--- src/rtl/settings_bus_pkg.sv ---
// Shared types and helpers for the settings bus arbiter.
package settings_bus_pkg;

  typedef enum logic [1:0] {
    IDLE  = 2'd0,
    ISSUE = 2'd1,
    RESP  = 2'd2
  } state_e;

  // Response payload returned to a master on a write acknowledge
  localparam logic [63:0] RSP_DATA_ON_WRITE = 64'h0;

  // Master-index width: clog2 of the master count, never below one bit
  function automatic int unsigned idx_width(input int unsigned n);
    return (n > 2) ? $clog2(n) : 1;
  endfunction

endpackage

--- src/rtl/rr_arbiter.sv ---
// Combinational round-robin picker: lowest requesting index at or above
// the pointer wins, otherwise the lowest requesting index overall.
module rr_arbiter #(
  parameter int unsigned N  = 2,
  parameter int unsigned IW = 1
) (
  input  logic [N-1:0]  req_i,
  input  logic [IW-1:0] ptr_i,
  output logic [N-1:0]  gnt_c_o,
  output logic [IW-1:0] idx_c_o,
  output logic          any_c_o
);

  logic hi_found_c;

  always_comb begin
    gnt_c_o    = '0;
    idx_c_o    = '0;
    any_c_o    = 1'b0;
    hi_found_c = 1'b0;
    for (int unsigned i = 0; i < N; i++) begin
      if (!hi_found_c && req_i[i] && (32'(i) >= 32'(ptr_i))) begin
        hi_found_c = 1'b1;
        gnt_c_o[i] = 1'b1;
        idx_c_o    = IW'(i);
      end
    end
    // Wrap to the bottom of the vector when nothing sits at or above the pointer
    for (int unsigned i = 0; i < N; i++) begin
      if (!hi_found_c && !any_c_o && req_i[i]) begin
        any_c_o    = 1'b1;
        gnt_c_o[i] = 1'b1;
        idx_c_o    = IW'(i);
      end
    end
    if (hi_found_c) begin
      any_c_o = 1'b1;
    end
  end

endmodule

--- src/rtl/settings_bus_arbiter.sv ---
// Round-robin arbiter sharing the single-master settings bus among
// several requesters; one transaction (accept, strobe, respond) at a time.
module settings_bus_arbiter
  import settings_bus_pkg::*;
#(
  parameter int unsigned C_DATAWIDTH   = 32,
  parameter int unsigned C_ADDRWIDTH   = 32,
  parameter int unsigned C_NUM_MASTERS = 2
) (
  input  logic                                 clk,
  input  logic                                 rst_n,
  input  logic [C_NUM_MASTERS-1:0]             req_valid,
  output logic [C_NUM_MASTERS-1:0]             req_ready,
  input  logic [C_NUM_MASTERS-1:0]             req_write,
  input  logic [C_NUM_MASTERS*C_ADDRWIDTH-1:0] req_addr,
  input  logic [C_NUM_MASTERS*C_DATAWIDTH-1:0] req_data,
  output logic [C_NUM_MASTERS-1:0]             rsp_valid,
  input  logic [C_NUM_MASTERS-1:0]             rsp_ready,
  output logic [C_DATAWIDTH-1:0]               rsp_data,
  output logic                                 set_stb,
  output logic [C_ADDRWIDTH-1:0]               set_addr,
  output logic [C_DATAWIDTH-1:0]               set_data,
  output logic                                 get_stb,
  output logic [C_ADDRWIDTH-1:0]               get_addr,
  input  logic [C_DATAWIDTH-1:0]               get_data
);

  localparam int unsigned N  = C_NUM_MASTERS;
  localparam int unsigned AW = C_ADDRWIDTH;
  localparam int unsigned DW = C_DATAWIDTH;
  localparam int unsigned IW = idx_width(C_NUM_MASTERS);

  state_e          state_q, state_d;
  logic [IW-1:0]   rr_ptr_q, rr_ptr_d;
  logic [IW-1:0]   win_q, win_d;
  logic            wr_q, wr_d;
  logic            set_stb_q, set_stb_d;
  logic            get_stb_q, get_stb_d;
  logic [AW-1:0]   set_addr_q, set_addr_d;
  logic [AW-1:0]   get_addr_q, get_addr_d;
  logic [DW-1:0]   set_data_q, set_data_d;
  logic [DW-1:0]   rsp_data_q, rsp_data_d;
  logic [N-1:0]    rsp_valid_q, rsp_valid_d;

  logic [N-1:0]    gnt_c;
  logic [IW-1:0]   gnt_idx_c;
  logic            gnt_any_c;
  logic            win_write_c;
  logic [AW-1:0]   win_addr_c;
  logic [DW-1:0]   win_data_c;

  rr_arbiter #(
    .N  (N),
    .IW (IW)
  ) u_rr (
    .req_i   (req_valid),
    .ptr_i   (rr_ptr_q),
    .gnt_c_o (gnt_c),
    .idx_c_o (gnt_idx_c),
    .any_c_o (gnt_any_c)
  );

  // Select the winning master's request fields
  always_comb begin
    win_write_c = 1'b0;
    win_addr_c  = '0;
    win_data_c  = '0;
    for (int unsigned i = 0; i < N; i++) begin
      if (gnt_c[i]) begin
        win_write_c = req_write[i];
        win_addr_c  = req_addr[i*AW +: AW];
        win_data_c  = req_data[i*DW +: DW];
      end
    end
  end

  always_comb begin
    state_d     = state_q;
    rr_ptr_d    = rr_ptr_q;
    win_d       = win_q;
    wr_d        = wr_q;
    set_stb_d   = 1'b0;
    get_stb_d   = 1'b0;
    set_addr_d  = set_addr_q;
    get_addr_d  = get_addr_q;
    set_data_d  = set_data_q;
    rsp_data_d  = rsp_data_q;
    rsp_valid_d = rsp_valid_q;
    req_ready   = '0;
    unique case (state_q)
      IDLE: begin
        if (gnt_any_c) begin
          req_ready = gnt_c;
          win_d     = gnt_idx_c;
          wr_d      = win_write_c;
          // Strobe registers load here so the strobe appears in the ISSUE cycle
          if (win_write_c) begin
            set_stb_d  = 1'b1;
            set_addr_d = win_addr_c;
            set_data_d = win_data_c;
          end else begin
            get_stb_d  = 1'b1;
            get_addr_d = win_addr_c;
          end
          state_d = ISSUE;
        end
      end
      ISSUE: begin
        rsp_data_d  = wr_q ? DW'(RSP_DATA_ON_WRITE) : get_data;
        rsp_valid_d = N'(1) << win_q;
        state_d     = RESP;
      end
      RESP: begin
        if (rsp_ready[win_q]) begin
          rsp_valid_d = '0;
          rr_ptr_d    = (win_q == IW'(N - 1)) ? '0 : win_q + IW'(1);
          state_d     = IDLE;
        end
      end
      default: begin
        state_d = IDLE;
      end
    endcase
  end

  always_ff @(posedge clk or negedge rst_n) begin
    if (!rst_n) begin
      state_q     <= IDLE;
      rr_ptr_q    <= '0;
      win_q       <= '0;
      wr_q        <= 1'b0;
      set_stb_q   <= 1'b0;
      get_stb_q   <= 1'b0;
      set_addr_q  <= '0;
      get_addr_q  <= '0;
      set_data_q  <= '0;
      rsp_data_q  <= '0;
      rsp_valid_q <= '0;
    end else begin
      state_q     <= state_d;
      rr_ptr_q    <= rr_ptr_d;
      win_q       <= win_d;
      wr_q        <= wr_d;
      set_stb_q   <= set_stb_d;
      get_stb_q   <= get_stb_d;
      set_addr_q  <= set_addr_d;
      get_addr_q  <= get_addr_d;
      set_data_q  <= set_data_d;
      rsp_data_q  <= rsp_data_d;
      rsp_valid_q <= rsp_valid_d;
    end
  end

  assign set_stb   = set_stb_q;
  assign get_stb   = get_stb_q;
  assign set_addr  = set_addr_q;
  assign get_addr  = get_addr_q;
  assign set_data  = set_data_q;
  assign rsp_data  = rsp_data_q;
  assign rsp_valid = rsp_valid_q;

endmodule

--- config.mk ---
export PLATFORM = sky130hd
export DESIGN_NAME = settings_bus_arbiter
export DESIGN_NICKNAME = d
export VERILOG_FILES = /design/src/rtl/settings_bus_pkg.sv /design/src/rtl/rr_arbiter.sv /design/src/rtl/settings_bus_arbiter.sv
export SDC_FILE = /design/constraint.sdc
export NUM_CORES = 1
export LEC_CHECK = 0
export ABC_CLOCK_PERIOD_IN_PS = 1700
export CAP_MARGIN = 10
export CORE_MARGIN = 2
export CORE_UTILIZATION = 37
export DETAILED_ROUTE_END_ITERATION = 12
export GPL_ROUTABILITY_DRIVEN = 0
export PLACE_DENSITY = 0.78
export SETUP_SLACK_MARGIN = 0.02
export SLEW_MARGIN = 20
export SYNTH_ARGS = -nofsm -noshare
export SYNTH_HDL_FRONTEND = slang
export SYNTH_SLANG_ARGS = --single-unit
export TNS_END_PERCENT = 50
--- constraint.sdc ---
create_clock -name clk -period 1.7 [get_ports clk]
set_input_delay 0.17 -clock clk [delete_from_list [all_inputs] [get_ports clk]]
set_output_delay 0.17 -clock clk [all_outputs]
set_load 0.01 [all_outputs]
==> run summary <==
Run status = complete, no violations
DP Worst Slack = -234 ps
CP max stage delay = 380 ps
TritonCTS buffer count = 17
Port buffer count = 301
Power per cell area = 1700 nW/µm²
P_int = 0.0117 W
Avg WL per Cell = 17.1 µm
Total GRT Usage = 21.4%
Critical-path cell list = buf_4 -> a21boi_4 -> a32o_4 -> buf_4 -> buf_4 -> a31oi_1
N_diodes = 0
R2R Setup Slk = 90 ps
Number of flops mapped to enable cells by yosys = 0
Clk pwr share = 22.2%
Gate Count Post-Synth = 542
Ys flop type = dfrtp_1
Seq/Total Area, Yosys = 56.3%
Initial antenna violation count = 0
Clock slew at the register clock pins of the worst setup and hold paths = 60 ps
Syn_nets = 710
RR Endpoint = set_addr[0]
Tmin final = 1610 ps
Final wirelength = 18500 µm
Critical Path End Type = flip-flop
CP max FO = 31
Clk root buf = clkbuf_16
Synthesized area = 6090 µm²
RSZ-0062 raised after global routing = true
DR pass1 iterations = 4
Yosys top cell by area = dfrtp_1
Most frequent cell after synthesis = dfrtp_1
F_max = 0.622 GHz
Type of origin of the critical path = flip-flop
FF-to-FF path depth = 6
Final setup viols = 0
Total of max-cap violations = 0
Ys async rst share = 100%
Syn. warnings = 0
DP HPWL = 13800 µm
Layout area overhead = 67.7%
Final worst setup slack = 93.5 ps
Clock Skews = 6.74 ps
Post-DR vias/cell = 5.03
Nets = 1021
DRC Markers = 0
Synth top area cells = dfrtp_1 56%, mux2_4 7.1%, o21ai_0 4.8%
CTS tree = yes
GRT Residual Overflow = 0
Chip Height = 132 µm
Final Max Tran Viols = 0
Largest net degree at the start of global routing = 66
Core ar. = 16000 µm²
Worst Path Arrival = 1890 ps
Gate power share = 46.3%
Vias in the first global route = 5479
Max-Slew Margin vs Limit = 69.6%
Sw Pwr = 0.00576 W
Register bit total from synthesis = 137
Most instantiated cells after synthesis = 137 x dfrtp_1, 58 x o21ai_0, 41 x o21ai_1
CP required = 1980 ps
Reg power frac = 31.5%
CTS Buffer Depth = 2
Worst vdd ir = 0.767 mV
Top Ports = 302
Initial DRC count = 254
Most used cell, CP = buf_4
Non-Filler Instances = 1082
Die ar. = 17500 µm²
# rows = 46
Hold Path Class = in -> async
Endpoints failing hold = 0
Clock latency on the worst-skew pair = 410 ps
# clock sinks = 137
Actual slew at the worst max-slew pin = 456 ps
First-pass GRT wire length = 29700 µm
# H-tree levels = 4
Die Wd = 132 µm
Syn Area/Cell = 11.2 µm²
Switching Share = 33.1%
Distinct cells, synth = 32
Initial Util = 38.1%
Final Cycle Share = 94.5%
LEAKAGE = 4.37 nW
Setup CP Type = reg -> reg
Vias = 5444
Layout cells sized above 1 = 13.3%
Cells after DPL = 1047
Routed Antenna Nets = 0
Reg2Reg Launch Point = rr_ptr_q
Top-area cell type share of the netlist area = 56.3%
Slowest-stage cell, CP = dfrtp_1
-- how the worst max path moves through the flow --
stage | from | end | slack, ps | cells past startpoint
floorplan | rr_ptr_q | set_data[10] | 100 | 6
global route | rr_ptr_q | set_addr[0] | 4 | 6
global placement | req_valid[1] | get_addr[2] | -170 | 7
CTS | rr_ptr_q | req_ready[0] | 8 | 4
finish | rr_ptr_q | set_addr[0] | 90 | 6
detailed placement | req_valid[0] | get_addr[1] | -230 | 7
-- sequential cells by signal, indices dropped and copies added, names as in the netlist --
name / count
rr_ptr_q: 1
set_data: 32
get_stb: 1
rsp_data: 32
get_addr: 32
state_q: 2
set_addr: 32
set_stb: 1
win_q: 1
wr_q: 1
rsp_valid: 2
-- cell usage in the layout (no fill, tap or decap), drive strengths merged, types with 2 or more instances in the layout --
cell type      instances
a22oi                 32
clkdlybuf4s50        298
a31oi                 32
o21ai                100
a21oi                 34
nand2                 39
clkbuf                19
clkinv                 5
and2                   2
nor2                   3
a22o                  32
bufinv                 4
dfrtp                137
buf                   43
clkinvlp               3
mux2                  32
inv                    5
nand2b                36
-- kinds of logic (layout without fill, tap and decap cells) --
group | after synthesis | in the layout | synth area share, %
muxes | 32 | 32 | 7.70
DFF | 137 | 137 | 56.3
buffers and inverters | 54 | 378 | 5.09
AOI/OAI and AO/OA | 236 | 236 | 23.8
and+or+nand+nor | 83 | 83 | 7.21
-- per-stage QoR --
step                utilization, %  TNS, ps  instance area [µm²]  hold WS [ps]  total power, W
floorplan                        -        0                 6090          -126         0.00918
global placement              59.8   -11840                 9570           143          0.0134
detailed placement            59.8   -16760                 9570           145          0.0136
CTS                           63.9        0                10200           267          0.0176
global route                  63.9        0                10200           294          0.0185
finish                        63.9        0                10200           267          0.0174
-- final cells by class --
class,count,area (µm²)
Timing Repair Buffer,343,3500
Fill cell,1341,5780
Multi-Input combinational cell,351,2390
Sequential cell,137,3430
Tap cell,216,270
Inverter,3,11.3
Clock inverter,14,196
Clock buffer,18,429
-- power by group through the flow --
| stage | Sequential, W | Clock (W) | Combinational, W |
|---|---|---|---|
| 2_1_floorplan | 0.00607 | 0 | 0.00311 |
| 6_report | 0.00548 | 0.00387 | 0.00807 |
| 3_3_place_gp | 0.00548 | 0 | 0.00795 |
| 3_5_place_dp | 0.00552 | 0 | 0.00810 |
| 4_1_cts | 0.00549 | 0.00397 | 0.00816 |
| 5_1_grt | 0.00566 | 0.00412 | 0.00875 |
-- repair_timing --
item | CTS | global route
resized for setup | 5 | 5
hold buffers | 1 | 0
pin swaps | 1 | 1
hold endpoints to repair | 40 | 0
setup endpoints to repair | 64 | 31
setup buffers | 3 | 0
-- worst max-delay path: cells and delay by family, from the launching register on --
kind | cells | cell delay (ps)
AOI/OAI and AO/OA | 3 | 470
DFF | 1 | 380
buffers and inverters | 3 | 630
-- per-layer routing --
metal,up-vias,share of wire (%),GRT usage [%]
li1,2602,-,-
met1,2592,42,26.6
met2,222,48,34.5
met3,28,8.1,7.65
met4,0,2.1,7.41
met5,-,0,0
Note: power is estimated with default switching activity, not from simulation.
